===== src/rtl/timer_pkg.sv =====
// Shared constants for the 8-bit timer counting engine.
// Holds the default counter width, the clock-select encodings
// and the TSR bit positions, plus a helper that maps a clock
// select onto the prescaler compare mask.
package timer_pkg;

    localparam int DEFAULT_WIDTH = 8;

    // Clock-select encodings (tick = pclk / N)
    localparam logic [1:0] CKS_DIV2  = 2'b00;
    localparam logic [1:0] CKS_DIV4  = 2'b01;
    localparam logic [1:0] CKS_DIV8  = 2'b10;
    localparam logic [1:0] CKS_DIV16 = 2'b11;

    // TSR bit positions
    localparam int TSR_OVF = 0;
    localparam int TSR_UDF = 1;

    // Low bits of the divider that must all be ones for a tick.
    function automatic logic [3:0] cks_mask(input logic [1:0] cks);
        logic [3:0] m;
        m = 4'b0001;
        case (cks)
            CKS_DIV2:  m = 4'b0001;
            CKS_DIV4:  m = 4'b0011;
            CKS_DIV8:  m = 4'b0111;
            CKS_DIV16: m = 4'b1111;
            default:   m = 4'b0001;
        endcase
        return m;
    endfunction

endpackage


===== src/rtl/timer_prescaler.sv =====
// Prescaler for the timer: a 4-bit free-running divider that
// advances while enabled and produces a combinational tick when
// the bits selected by cks are all ones. Changing cks does not
// clear the divider, so the next tick simply follows the new mask.
module timer_prescaler
    import timer_pkg::*;
(
    input  logic       pclk,
    input  logic       presetn,
    input  logic       en,
    input  logic       clr,
    input  logic [1:0] cks,
    output logic       tick
);

    logic [3:0] div_cnt;
    logic [3:0] mask;

    // Compare mask for the selected division ratio
    always_comb begin
        mask = cks_mask(cks);
    end

    // Tick when enabled and all selected divider bits are set
    always_comb begin
        tick = en && ((div_cnt & mask) == mask);
    end

    // Divider: cleared by reset, disable or counter load; else increments
    always_ff @(posedge pclk) begin
        if (!presetn) begin
            div_cnt <= 4'd0;
        end else if (clr || !en) begin
            div_cnt <= 4'd0;
        end else begin
            div_cnt <= div_cnt + 4'd1;
        end
    end

endmodule


===== src/rtl/timer_counter_core.sv =====
// Counting engine of the APB timer: live count TCNT, sticky
// {udf, ovf} status TSR and one-cycle event strobes.
// Optional feature macro: TIMER_CNT_IRQ_EN adds input tier and a
// registered irq = |(tsr & tier). Without it neither port exists.
// A load has priority over a tick and never raises a flag. On TSR,
// software can only clear (write 0); a hardware set in the same
// cycle as a software clear wins.
module timer_counter_core
    import timer_pkg::*;
#(
    parameter int WIDTH = DEFAULT_WIDTH
) (
    input  logic             pclk,
    input  logic             presetn,
    input  logic [WIDTH-1:0] tdr,
    input  logic             load_pulse,
    input  logic             tcr_en,
    input  logic             tcr_dir,
    input  logic [1:0]       tcr_cks,
    input  logic             tsr_wr,
    input  logic [1:0]       tsr_wdata,
`ifdef TIMER_CNT_IRQ_EN
    input  logic [1:0]       tier,
    output logic             irq,
`endif
    output logic [WIDTH-1:0] tcnt,
    output logic [1:0]       tsr,
    output logic             ovf_pulse,
    output logic             udf_pulse
);

    logic             tick;
    logic             ovf_set;
    logic             udf_set;
    logic [WIDTH-1:0] tcnt_next;
    logic [1:0]       tsr_next;

    timer_prescaler u_prescaler (
        .pclk    (pclk),
        .presetn (presetn),
        .en      (tcr_en),
        .clr     (load_pulse),
        .cks     (tcr_cks),
        .tick    (tick)
    );

    // Wrap detection: only a real tick (not masked by a load) can flag
    always_comb begin
        ovf_set = tick && !load_pulse && !tcr_dir && (tcnt == {WIDTH{1'b1}});
        udf_set = tick && !load_pulse &&  tcr_dir && (tcnt == {WIDTH{1'b0}});
    end

    // Next count: load first, then a tick in the selected direction
    always_comb begin
        tcnt_next = tcnt;
        if (load_pulse) begin
            tcnt_next = tdr;
        end else if (tick) begin
            if (tcr_dir) begin
                tcnt_next = tcnt - WIDTH'(1);
            end else begin
                tcnt_next = tcnt + WIDTH'(1);
            end
        end
    end

    // Next status: software write-0-to-clear, then hardware sets on top
    always_comb begin
        tsr_next = tsr;
        if (tsr_wr) begin
            tsr_next = tsr & tsr_wdata;
        end
        if (ovf_set) begin
            tsr_next[TSR_OVF] = 1'b1;
        end
        if (udf_set) begin
            tsr_next[TSR_UDF] = 1'b1;
        end
    end

    // Counter, status and event strobe registers
    always_ff @(posedge pclk) begin
        if (!presetn) begin
            tcnt      <= '0;
            tsr       <= 2'b00;
            ovf_pulse <= 1'b0;
            udf_pulse <= 1'b0;
        end else begin
            tcnt      <= tcnt_next;
            tsr       <= tsr_next;
            ovf_pulse <= ovf_set;
            udf_pulse <= udf_set;
        end
    end

`ifdef TIMER_CNT_IRQ_EN
    // Interrupt follows the registered status one cycle later
    always_ff @(posedge pclk) begin
        if (!presetn) begin
            irq <= 1'b0;
        end else begin
            irq <= |(tsr & tier);
        end
    end
`endif

endmodule

===== config.mk =====
export PLATFORM = sky130hd
export DESIGN_NAME = timer_counter_core
export DESIGN_NICKNAME = d
export VERILOG_FILES = /design/src/rtl/timer_pkg.sv /design/src/rtl/timer_prescaler.sv /design/src/rtl/timer_counter_core.sv
export SDC_FILE = /design/constraint.sdc
export NUM_CORES = 1
export LEC_CHECK = 0
export BUFFER_PORTS_ARGS = -buffer_cell sky130_fd_sc_hd__clkbuf_2
export CAP_MARGIN = 10
export CORE_MARGIN = 4
export CORE_UTILIZATION = 29
export CTS_CLUSTER_DIAMETER = 120
export DETAILED_ROUTE_END_ITERATION = 6
export MAX_ROUTING_LAYER = met4
export PLACE_DENSITY = 0.55
export SLEW_MARGIN = 10
export SYNTH_ARGS = -nofsm -noshare
export SYNTH_HDL_FRONTEND = slang
export SYNTH_SLANG_ARGS = --single-unit
export TNS_END_PERCENT = 1

===== constraint.sdc =====
create_clock -name pclk -period 2.9 [get_ports pclk]
set_input_delay 0.87 -clock pclk [delete_from_list [all_inputs] [get_ports pclk]]
set_output_delay 0.87 -clock pclk [all_outputs]
set_load 0.02 [all_outputs]

Word level (Yosys, flattened, before mapping)
Cells that the tools add are included.

Flip-flop bits (word level): 16. Input bits: 18. Output and inout port bits: 12.

Equal/unequal tests: 5. Reduce and logical (&&, ||, !) cells: 16. $add $sub $neg: 3. Mux-type cells: 7. Bitwise operators: 3.

Operators by type and width (count): two-way mux 8 bit (3); case mux 4 bit (4 select lines) (1); adder 8 x 1 -> 8 bit (second input constant) (1); == test 8 bit (second input constant) (1); logical NOT 8 bit (1); subtractor 8 x 1 -> 8 bit (second input constant) (1); logical AND 1 bit (6); nonzero test 2 bit (3); adder 4 x 1 -> 4 bit (second input constant) (1); AND 4 bit (1); == test 2 bit (second input constant) (2); == test 4 bit (1); logical NOT 1 bit (3); AND 2 bit (1); == test 2 x 1 -> 1 bit (second input constant) (1); logical NOT 2 bit (1); two-way mux 1 bit (2); two-way mux 2 bit (1); OR reduction 2 bit (1); logical OR 1 bit (1); inverter 1 bit (1).

Longest topological paths before layout
Gate-level depths: netlist of the first run.

Depth in word-level cells: 9. Depth in mapped cells: 7. Gate-level depth less buffers: 7.

Cells and area by module
Synthesis of the first run repeated with hierarchy kept, for this count alone.

Cell total of the unflattened synthesis: 126. Area, all modules: 1078.5 um^2.

Modules (own cells, without submodules): timer_counter_core (cells each 107, instances 1, seq. area each 240.2 um^2, area each 905.9 um^2); timer_prescaler (cells each 19, instances 1, seq. area each 80.1 um^2, area each 172.7 um^2).

Worst setup path before layout of the first run
Ideal clock, no wire load.

Kind: input-to-reg. Start point: in tcr_dir. End point: reg tcnt[6]. Cell stages on the path: 6. Path slack: 0.503 ns. Data arrival time: 2.337 ns. Library setup time: 0.060 ns. Cell sequence: ha_1 nor2b_4 o31a_1 or4b_1 a31oi_1 o221a_1.

Cells in the longest elaborated chain, start to end: 3.

Ends and longest elaborated chain: start: declaration (line timer_counter_core.sv:18) `input logic tcr_dir,`; two-way mux 8 bit (line timer_counter_core.sv:59) `if (tcr_dir) begin`; two-way mux 8 bit (line timer_counter_core.sv:58) `end else if (tick) begin`; two-way mux 8 bit (line timer_counter_core.sv:56) `if (load_pulse) begin`; end signal: assignment (line timer_counter_core.sv:89) `tcnt <= tcnt_next;`; end: declaration (line timer_counter_core.sv:26) `output logic [WIDTH-1:0] tcnt,`.

No other way between the ends. The select of a mux whose other input is x is not followed. A chain may end at the register's enable or synchronous reset.

Final worst setup path of the first run
Same ends and word-level chain as after synthesis.

==> results.yml, run 1 <==
status:
  run_status: "finished, final reports clean"
synthesis:
  synth.area.top_cells: "dfxtp_1 (31%), ha_1 (8.5%), o21ai_0 (3.9%), a21oi_1 (3.4%), nand3_1 (3.4%)"
  synthXorXnorAreaFrac_pct: 5.072
  synth_top_cell_by_area: "dfxtp_1"
  synth.mux.area_fraction_pct: 2.053
  yosys_register_bits: 16
  post_synth_arst_share_pct: 0
  synth_top_family_by_area: "compound AO/OA/AOI/OAI gates"
  synth_edf_count: 0
  synthAdderAreaFrac_pct: 10.39
  post_synthesis_instance_total: 118
  leading_register_cell_type_out_of_synthesis: "dfxtp_1"
  synth_largest_type_area_fraction_pct: 30.92
  synthSimpleGateAreaFrac_pct: 22.34
  netlist_area_sq_um: 1036
  synth_compound_gate_area_share_pct: 25.12
  postSynthAreaPerCell_sq_um: 8.780
  most_instantiated_cells_after_synthesis: "dfxtp_1 (16), inv_1 (8), nor2_1 (8), o21ai_0 (8)"
  yosys.cell_types.count: 41
  synthesis.yosys.warnings: 0
  register_area_share_after_synthesis_pct: 30.92
  synth.most_common_cell: "dfxtp_1"
  synthesis.nets: 144
setup_path:
  critical_path_source_type: "primary input"
  critical-path-slowest-cell: "or4b_1"
  crit_start: "tcr_dir"
  worst-r2r-setup-slack_ns: 0.92
  critical_path.reg2reg.startpoint: "tcnt[2]"
  critical_path.reg2reg.endpoint: "tcnt[6]"
  critical_path_class: "in2reg"
  timing.critical_path.required_ns: 3.12
  cp_num_buf_inv: 1
  critPathCapture: "tcnt[6]"
  worst_path_dominant_cell_family: "simple AND/OR/NAND/NOR gates"
  crit_path_cell_trace: "clkbuf_2 > ha_1 > nor2b_4 > o31a_1 > or4b_1 > a31oi_1 > o221a_1"
  max_stage_delay_ns: 0.47
  endpoint_kind: "flop"
  arrival_ns: 2.64
  worst-path-max-fanout: 8
  worstRegToRegCells: 6
  critical_path_depth: 7
clocking:
  tritoncts: "yes"
  insertion_delay_ns: 0.27
  h_tree_lvls: 1
  cts.path.max_buffers: 2
  numClockSinks: 16
  buffer_type_at_the_clock_tree_root: "clkbuf_4"
  clkSlewWorstSetupHoldPaths_ns: 0.09
  post-cts-setup-buffers: 0
  number_of_cts_inserted_buffers: 3
  postCtsHoldBufs: 0
  cts-resized-gates: 0
sta:
  final.min_clock_period_ns: 2.416
  finalSetupViolCount: 0
  max_freq_ghz: 0.4138
  totalNegativeSetupSlack_ns: 0
  finalHoldViolCount: 0
  transition_time_at_the_pin_with_the_least_slew_margin_ns: 0.3853
  rsz0062_at_grt: "false"
  final.period_utilization_pct: 83.32
  fin_skew_ns: 0.001228
  timing.slew.headroom_pct: 74.08
  slew_viol_final: 0
global_route:
  grt_pass1_wl_um: 4257
  global_route.overflow_total: 0
  grtUsageTotal_pct: 12.41
  antenna_violations_before_repair: 0
  grt_pass1_vias: 951
  largest_net_degree_at_the_start_of_global_routing: 14
finish:
  final_net_count: 177
  syn2layout_area_growth_pct: 20.89
  diode_count: 0
  layout_cell_share_with_drive_strength_beyond_1_pct: 26.85
  fin_util_pct: 36.95
route:
  routed-via-count: 977
  drt_pre_antenna_iters: 5
  wl_per_cell_um: 12.97
  drtAntennaViolNets: 0
  route.detailed.vias_per_inst: 5.010
  drc_errors: 0
  drt-initial-drc-count: 61
  drt-total-wl_um: 2529
placed_design:
  number_of_buffers_added_on_ports: 29
  routabilityCongestion: 0.8200
  hpwl_um: 2074
floorplan:
  io_pins: 30
  std_cell_rows: 21
  floorplan.die_area_sq_um: 4593
  die-height_um: 67.77
  die_w_um: 67.77
  coreArea_sq_um: 3390
  initial_utilization_pct: 30.56
power_and_ir_drop:
  vdd.ir_drop.worst_v: 0.00009848
  cell_leakage_power_uw: 0.0005541
  pwr_density_cell_nw_per_um2: 378.3
hold_path:
  holdCritPathClass: "reg2reg"
run:
  drv_cap: 0
routing by layer:
metal / global-route usage, % / part of all wire, % / vias to the layer above
li1: - / - / 505
met1: 14.87 / 44 / 443
met2: 21.02 / 49 / 25
met3: 1.830 / 4.9 / 4
met4: 4.467 / 1.7 / 0
met5: - / 0 / -
placed cells by master, fill, tap and decap left out, types with 3 or more instances in the layout:
| cell type | Yosys | routed |
|---|---|---|
| nand3_1 | 7 | 7 |
| o211ai_1 | 4 | 4 |
| clkbuf_4 | 0 | 3 |
| nand2b_1 | 3 | 3 |
| ha_1 | 7 | 7 |
| xnor2_1 | 3 | 3 |
| nor2_1 | 8 | 8 |
| a21oi_1 | 7 | 7 |
| dfxtp_1 | 16 | 16 |
| o21ai_0 | 8 | 8 |
| nor2b_1 | 4 | 4 |
| xor2_1 | 3 | 3 |
| inv_1 | 8 | 8 |
| clkbuf_2 | 0 | 29 |
| nand2_1 | 4 | 4 |
| nand4_1 | 3 | 3 |
worst min-delay path, cell delays in order (launching register included):
cell	delay [ns]
dfxtp_1	0.33
o211ai_1	0.08
nand2b_1	0.05
power by group:
group,switching (uW),internal [uW],leakage (uW)
registers,12.0,228,0.000131
logic,67.5,53.8,0.000409
clock network,64.8,48.0,0.0000138
through the flow:
step	cell area (sq um)	hold slack, ns	setup slack, ns	total power (uW)	std cells
2_1_floorplan	1036	0.4717	0.5029	326.2	118
3_3_place_gp	1230	0.4708	0.2433	365.0	192
3_5_place_dp	1230	0.4831	0.2057	366.4	192
4_1_cts	1252	0.4953	0.4975	479.8	195
5_1_grt	1252	0.5224	0.4069	506.9	195
6_report	1252	0.4955	0.4836	473.8	195
how the worst min path moves through the flow:
stage,start,to,slack [ns],cells after the start
6_report,tsr[0],tsr[0],0.50,2
5_1_grt,tsr[0],tsr[0],0.52,2
4_1_cts,tsr[0],tsr[0],0.50,2
3_5_place_dp,tsr[0],tsr[0],0.48,2
3_3_place_gp,tsr[0],tsr[0],0.47,2
2_1_floorplan,u_prescaler.div_cnt[0],u_prescaler.div_cnt[0],0.47,1
sequential cells by signal, summed over array words and instances (netlist names):
register             count
ovf_pulse                1
udf_pulse                1
u_prescaler.div_cnt      4
tsr                      2
tcnt                     8
area by class of cell:
type	count	area, sq um
Inverter	9	33.78
Tap cell	46	57.56
Multi-Input combinational cell	92	673.1
Sequential cell	16	320.3
Timing Repair Buffer	29	145.1
Fill cell	359	2137
Clock buffer	3	22.52
cell families after synthesis:
| group | Yosys count |
|---|---|
| AOI/OAI and AO/OA | 37 |
| xor gates and xnor gates | 6 |
| adders and majority gates | 8 |
| buffers and inverters | 10 |
| DFF | 16 |
| muxes | 2 |
| and+or+nand+nor | 39 |
Power figures use the tool's default switching activity.
==> run 2, diff against run 1 <==
--- a/config.mk
+++ b/config.mk
@@ -5,6 +5,7 @@
 export SDC_FILE = /design/constraint.sdc
 export NUM_CORES = 1
 export LEC_CHECK = 0
+export ABC_AREA = 1
 export BUFFER_PORTS_ARGS = -buffer_cell sky130_fd_sc_hd__clkbuf_2
 export CAP_MARGIN = 10
 export CORE_MARGIN = 4
@@ -12,7 +13,7 @@
 export CTS_CLUSTER_DIAMETER = 120
 export DETAILED_ROUTE_END_ITERATION = 6
 export MAX_ROUTING_LAYER = met4
-export PLACE_DENSITY = 0.55
+export PLACE_DENSITY = 0.56
 export SLEW_MARGIN = 10
 export SYNTH_ARGS = -nofsm -noshare
 export SYNTH_HDL_FRONTEND = slang
==> constraint.sdc (replaced) <==
create_clock -name pclk -period 2 [get_ports pclk]
set_input_delay 0.6 -clock pclk [delete_from_list [all_inputs] [get_ports pclk]]
set_output_delay 0.6 -clock pclk [all_outputs]
set_load 0.02 [all_outputs]
==> run 2 against run 1 <==
Net effect:
- global-route usage down 0.12 points
- first-iteration DRC count fell by 3.3%
- register-to-register slack got worse by 0.38 ns
- die area rose by 5.6%
- sequential share of layout area shrank 2.4 points
- via count grew 18%
- combinational power grew 55%
- critical endpoint is now tcnt[2]
==> results.yml, run 2 <==
synthesis:
  synthesis.yosys.warnings: 0
  yosys.cell_types.count: 27
  synth_largest_type_area_fraction_pct: 29.06
  post_synth_arst_share_pct: 0
  synth.area.top_cells: "dfxtp_1 (29%), nand2_1 (16%), inv_1 (10%), ha_1 (7.9%), nand3_1 (7.3%)"
  leading_register_cell_type_out_of_synthesis: "dfxtp_1"
  synth_top_cell_by_area: "dfxtp_1"
  yosys_register_bits: 16
  netlist_area_sq_um: 1102
  register_area_share_after_synthesis_pct: 29.06
  most_instantiated_cells_after_synthesis: "nand2_1 (47), inv_1 (30), nor2_1 (18)"
  synth_edf_count: 0
  synth.most_common_cell: "nand2_1"
  post_synthesis_instance_total: 172
  postSynthAreaPerCell_sq_um: 6.409
  synthesis.nets: 198
floorplan:
  std_cell_rows: 22
  die_w_um: 69.65
  io_pins: 30
  die-height_um: 69.65
  coreArea_sq_um: 3661
  floorplan.die_area_sq_um: 4851
  initial_utilization_pct: 30.11
placed_design:
  dp.cells: 251
  hpwl_um: 2324
  routabilityCongestion: 0.8212
  number_of_buffers_added_on_ports: 29
route:
  drc_errors: 0
  drtAntennaViolNets: 0
  route.detailed.vias_per_inst: 4.506
  drt_pre_antenna_iters: 4
  drt-initial-drc-count: 59
  routed-via-count: 1149
  drt-total-wl_um: 2825
  wl_per_cell_um: 11.08
setup_path:
  worst-r2r-setup-slack_ns: 0.54
  endpoint_kind: "flop"
  critical_path.reg2reg.endpoint: "tcnt[2]"
  cp_num_buf_inv: 2
  critPathCapture: "tcnt[2]"
  critical_path_source_type: "primary input"
  arrival_ns: 1.86
  critical_path_depth: 7
  critical-path-slowest-cell: "fa_1"
  worst-path-max-fanout: 9
  critical_path.reg2reg.startpoint: "tcnt[1]"
  critical_path_class: "in2reg"
  crit_path_cell_trace: "clkbuf_2 > inv_1 > fa_1 > xor2_1 > o21ai_0 > nand2_1 > a21oi_1"
  worst_path_dominant_cell_family: "adder cells"
  worstRegToRegCells: 6
  timing.critical_path.required_ns: 2.19
  max_stage_delay_ns: 0.45
  crit_start: "tcr_dir"
global_route:
  grt_pass1_wl_um: 4747
  grt_pass1_vias: 1080
  global_route.overflow_total: 0
  largest_net_degree_at_the_start_of_global_routing: 10
  antenna_violations_before_repair: 0
  grtUsageTotal_pct: 12.28
sta:
  final.min_clock_period_ns: 1.670
  transition_time_at_the_pin_with_the_least_slew_margin_ns: 0.2504
  rsz0062_at_grt: "false"
  timing.slew.headroom_pct: 83.29
  totalNegativeSetupSlack_ns: 0
  max_freq_ghz: 0.5988
  fin_hold_ws_ns: 0.4641
  fin_skew_ns: 0.004003
  finalHoldViolCount: 0
  slew_viol_final: 0
  final.period_utilization_pct: 83.50
  finalSetupViolCount: 0
clocking:
  h_tree_lvls: 1
  insertion_delay_ns: 0.25
  post-cts-setup-buffers: 0
  buffer_type_at_the_clock_tree_root: "clkbuf_8"
  clkSlewWorstSetupHoldPaths_ns: 0.06
  cts-resized-gates: 0
  numClockSinks: 16
  tritoncts: "yes"
  cts.path.max_buffers: 2
  number_of_cts_inserted_buffers: 3
  postCtsHoldBufs: 0
finish:
  final_common_cell: "nand2_1"
  syn2layout_area_growth_pct: 25.31
  diode_count: 0
  reg.largest.list: "tcnt x8, u_prescaler.div_cnt x4, tsr x2"
  layout_cell_share_with_drive_strength_beyond_1_pct: 20.29
  final_cell_count_no_fill: 255
  largest_reg_flops: 8
  top_library_cells_by_usage_in_the_layout_fill_and_taps_aside: "nand2_1 (47), inv_1 (30), clkbuf_2 (29)"
  final_net_count: 234
  largest-register: "tcnt"
power_and_ir_drop:
  totalPowerFinal_uw: 816.0
  cell_leakage_power_uw: 0.0007189
  vdd.ir_drop.worst_v: 0.0003181
  pwr_density_cell_nw_per_um2: 590.7
hold_path:
  min_from: "u_prescaler.div_cnt[0]"
  holdCritPathClass: "reg2reg"
status:
  run_status: "finished, final reports clean"
run:
  drv_cap: 0
-- run 2: final cells by class --
| type | instances | area, sq um |
|---|---|---|
| Inverter | 32 | 120.1 |
| Timing Repair Buffer | 32 | 167.7 |
| Clock buffer | 4 | 55.05 |
| Sequential cell | 16 | 320.3 |
| Multi-Input combinational cell | 123 | 658.1 |
| Fill cell | 404 | 2280 |
| Tap cell | 48 | 60.06 |
-- run 2: worst min path at each step --
stage,endpoint,slack [ns],cells after the start
finish,u_prescaler.div_cnt[0],0.46,1
global placement,u_prescaler.div_cnt[0],0.45,1
global route,u_prescaler.div_cnt[0],0.51,1
CTS,u_prescaler.div_cnt[0],0.46,1
detailed placement,u_prescaler.div_cnt[0],0.45,1
floorplan,u_prescaler.div_cnt[0],0.43,1
-- run 2: metrics by stage --
stage | setup WS [ns] | instance area [sq um] | utilization, %
finish | 0.3300 | 1381 | 37.73
global route | 0.1906 | 1381 | 37.73
CTS | 0.3229 | 1381 | 37.73
detailed placement | 0.05607 | 1326 | 36.23
global placement | 0.09360 | 1326 | 36.23
floorplan | 0.3975 | 1102 | -
-- run 2: per-layer routing --
layer	up-vias	track usage [%]	routed length, um	part of all wire, %
met5	-	-	0	0
met4	0	2.340	29	1.0
met3	4	3.768	183	6.5
met2	37	18.86	1241	44
met1	489	16.08	1370	48
li1	619	-	-	-
-- run 2: power by group --
group | internal [uW] | switching, uW | leakage, uW
logic | 73.2 | 114 | 0.000560
registers | 330 | 14.6 | 0.000131
clock network | 175 | 109 | 0.0000288
-- run 2: worst reg2reg max path: cells and delay by family (launching register included) --
family          cells  cell delay (ns)
xor+xnor            1             0.15
buf+inv             1             0.10
compound gates      2             0.28
fa+ha+maj           1             0.40
flops               1             0.39
simple gates        1             0.07
-- run 2: kinds of logic after synthesis --
logic type	share of synthesized area, %
fa+ha+maj	9.761
buf+inv	11.24
simple gates	35.98
flops	29.06
xor+xnor	2.384
compound gates	11.58
==> run 3, diff against run 2 <==
==> constraint.sdc (replaced) <==
create_clock -name pclk -period 1.36 [get_ports pclk]
set_input_delay 0.408 -clock pclk [delete_from_list [all_inputs] [get_ports pclk]]
set_output_delay 0.408 -clock pclk [all_outputs]
set_load 0.02 [all_outputs]
==> run 3 against run 2 <==
Net effect:
- sequential power increased by 46%
- combinational power increased by 100%
- setup slack got worse by 0.30 ns
- die area unchanged
- sequential share of layout area decreased by 2.8 points
- final cell count increased by 6.3%
- critical path depth decreased by 5
- first-iteration DRC count decreased by 44%
- clock-buffer cell count unchanged
==> results.yml, run 3 (synthesis gave the netlist of run 2 again) <==
clocking:
  buffer_type_at_the_clock_tree_root: "clkbuf_8"
  h_tree_lvls: 1
  number_of_cts_inserted_buffers: 3
  insertion_delay_ns: 0.25
  numClockSinks: 16
  tritoncts: "yes"
  clkSlewWorstSetupHoldPaths_ns: 0.07
  cts.path.max_buffers: 2
finish:
  layout_cell_share_with_drive_strength_beyond_1_pct: 37.22
  final_common_cell: "nand2_1"
  diode_count: 0
  top_library_cells_by_usage_in_the_layout_fill_and_taps_aside: "nand2_1 (42), inv_1 (28), clkbuf_2 (26)"
  largest-register: "tcnt"
  final_cell_count_no_fill: 271
  reg.largest.list: "tcnt x8, u_prescaler.div_cnt x4, tsr x2"
  syn2layout_area_growth_pct: 46.76
  nFillCells: 388
  final_net_count: 250
  fin_util_pct: 44.19
  largest_reg_flops: 8
route:
  route.detailed.vias_per_inst: 4.491
  routed-via-count: 1217
  drt-total-wl_um: 3015
  drt_pre_antenna_iters: 4
  drt-initial-drc-count: 33
  wl_per_cell_um: 11.13
  drc_errors: 0
  drtAntennaViolNets: 0
floorplan:
  coreArea_sq_um: 3661
  initial_utilization_pct: 30.11
  std_cell_rows: 22
  floorplan.die_area_sq_um: 4851
  io_pins: 30
  die-height_um: 69.65
  die_w_um: 69.65
sta:
  final.setup.worst_slack_ns: 0.03315
  rsz0062_at_grt: "true"
  final.min_clock_period_ns: 1.327
  max_freq_ghz: 0.7537
  final.period_utilization_pct: 97.56
  finalHoldViolCount: 0
  transition_time_at_the_pin_with_the_least_slew_margin_ns: 0.2411
  finalSetupViolCount: 0
  slew_viol_final: 0
  timing.slew.headroom_pct: 83.78
  totalNegativeSetupSlack_ns: 0
  fin_skew_ns: 0.002649
setup_path:
  crit_path_cell_trace: "buf_4 > buf_2"
  arrival_ns: 0.92
  worst-path-max-fanout: 4
  critical_path.reg2reg.startpoint: "tcnt[0]"
  critical_path_source_type: "flop"
  worst-r2r-setup-slack_ns: 0.05
  critical_path_class: "reg2out"
  cp_num_buf_inv: 2
  worstRegToRegCells: 9
  endpoint_kind: "primary output"
  timing.critical_path.required_ns: 0.95
  critical_path.reg2reg.endpoint: "tcnt[4]"
  worst_path_dominant_cell_family: "flip-flops"
  critical-path-slowest-cell: "dfxtp_2"
  max_stage_delay_ns: 0.37
global_route:
  antenna_violations_before_repair: 0
  largest_net_degree_at_the_start_of_global_routing: 12
  grt_pass1_vias: 1174
  grt_pass1_wl_um: 5285
  grtUsageTotal_pct: 13.64
  global_route.overflow_total: 0
power_and_ir_drop:
  cell_leakage_power_uw: 0.0008074
  pwr_density_cell_nw_per_um2: 813.2
  vdd.ir_drop.worst_v: 0.0004815
  totalPowerFinal_uw: 1316
placed_design:
  placement.setup.worst_slack_ns: -0.3405
  number_of_buffers_added_on_ports: 29
  dp.cells: 266
  hpwl_um: 2499
  routabilityCongestion: 0.8131
run:
  drv_cap: 0
hold_path:
  hold_end: "tsr[1]"
  hold_path_depth: 3
  min_from: "tsr_wdata[1]"
  holdCritPathClass: "in2reg"
status:
  run_status: "finished, final reports clean"
-- run 3: cell count changes in the layout (fill, tap and decap cells not counted), moves of 3 or more --
cell	delta
ha_1	-4
a21oi_1	-4
nand2_2	+5
buf_4	+17
dfxtp_1	-5
nand3_2	+3
dfxtp_2	+4
nand2_1	-5
nand3_1	-3
clkbuf_2	-3
a21oi_2	+4
o21ai_0	-3
ha_4	+4
-- run 3: stage by stage --
stage	hold slack [ns]	cell area [sq um]
4_1_cts	0.4444	1510
2_1_floorplan	0.4299	1111
3_3_place_gp	0.4485	1448
3_5_place_dp	0.4587	1448
5_1_grt	0.4856	1618
6_report	0.4473	1618
-- run 3: what timing repair did --
action                                  CTS  global route
endpoints found under the setup margin    6             9
setup buffers                             0             1
pin swaps                                 0             4
resized for setup                         3            28
hold buffers                              0             0
-- run 3: how the worst max path moves through the flow --
| stage | cells after the start | start | slack [ns] | end |
|---|---|---|---|---|
| after global placement | 6 | tcr_dir | -0.33 | tcnt[1] |
| after global routing | 8 | tcnt[5] | -0.07 | tcnt[7] |
| after CTS | 7 | tcr_dir | -0.02 | tcnt[2] |
| after floorplan | 8 | tcnt[5] | -0.05 | tcnt[7] |
| final | 2 | tcnt[2] | 0.03 | tcnt[2] |
| after detailed placement | 9 | tcr_dir | -0.34 | tcnt[3] |
-- run 3: where the power goes --
group	switching (uW)	total [uW]	internal [uW]
Clock	174	432	257
Sequential	15.7	502	486
Combinational	205	382	177
Total	395	1320	920
-- run 3: cell type report --
class	instances	area, sq um	area share, %
sequential	16	329.1	20.34
tap	48	60.06	3.712
inverter	32	120.1	7.425
timing repair buffer	48	296.5	18.33
multi-input combinational	123	757.0	46.79
clock buffer	4	55.05	3.403
-- run 3: layer usage --
layer	routed length [um]	vias to the layer above	GRT usage, %
li1	-	649	-
met5	0	-	-
met3	138	4	4.058
met4	30	0	3.191
met2	1468	22	21.82
met1	1377	542	16.97
-- run 3: worst register-to-register path, delay by kind of cell, from the launching register on --
family / cells / cell delay [ns]
fa+ha+maj: 1 / 0.38
buf+inv: 2 / 0.13
compound gates: 1 / 0.11
flops: 1 / 0.34
simple gates: 5 / 0.28
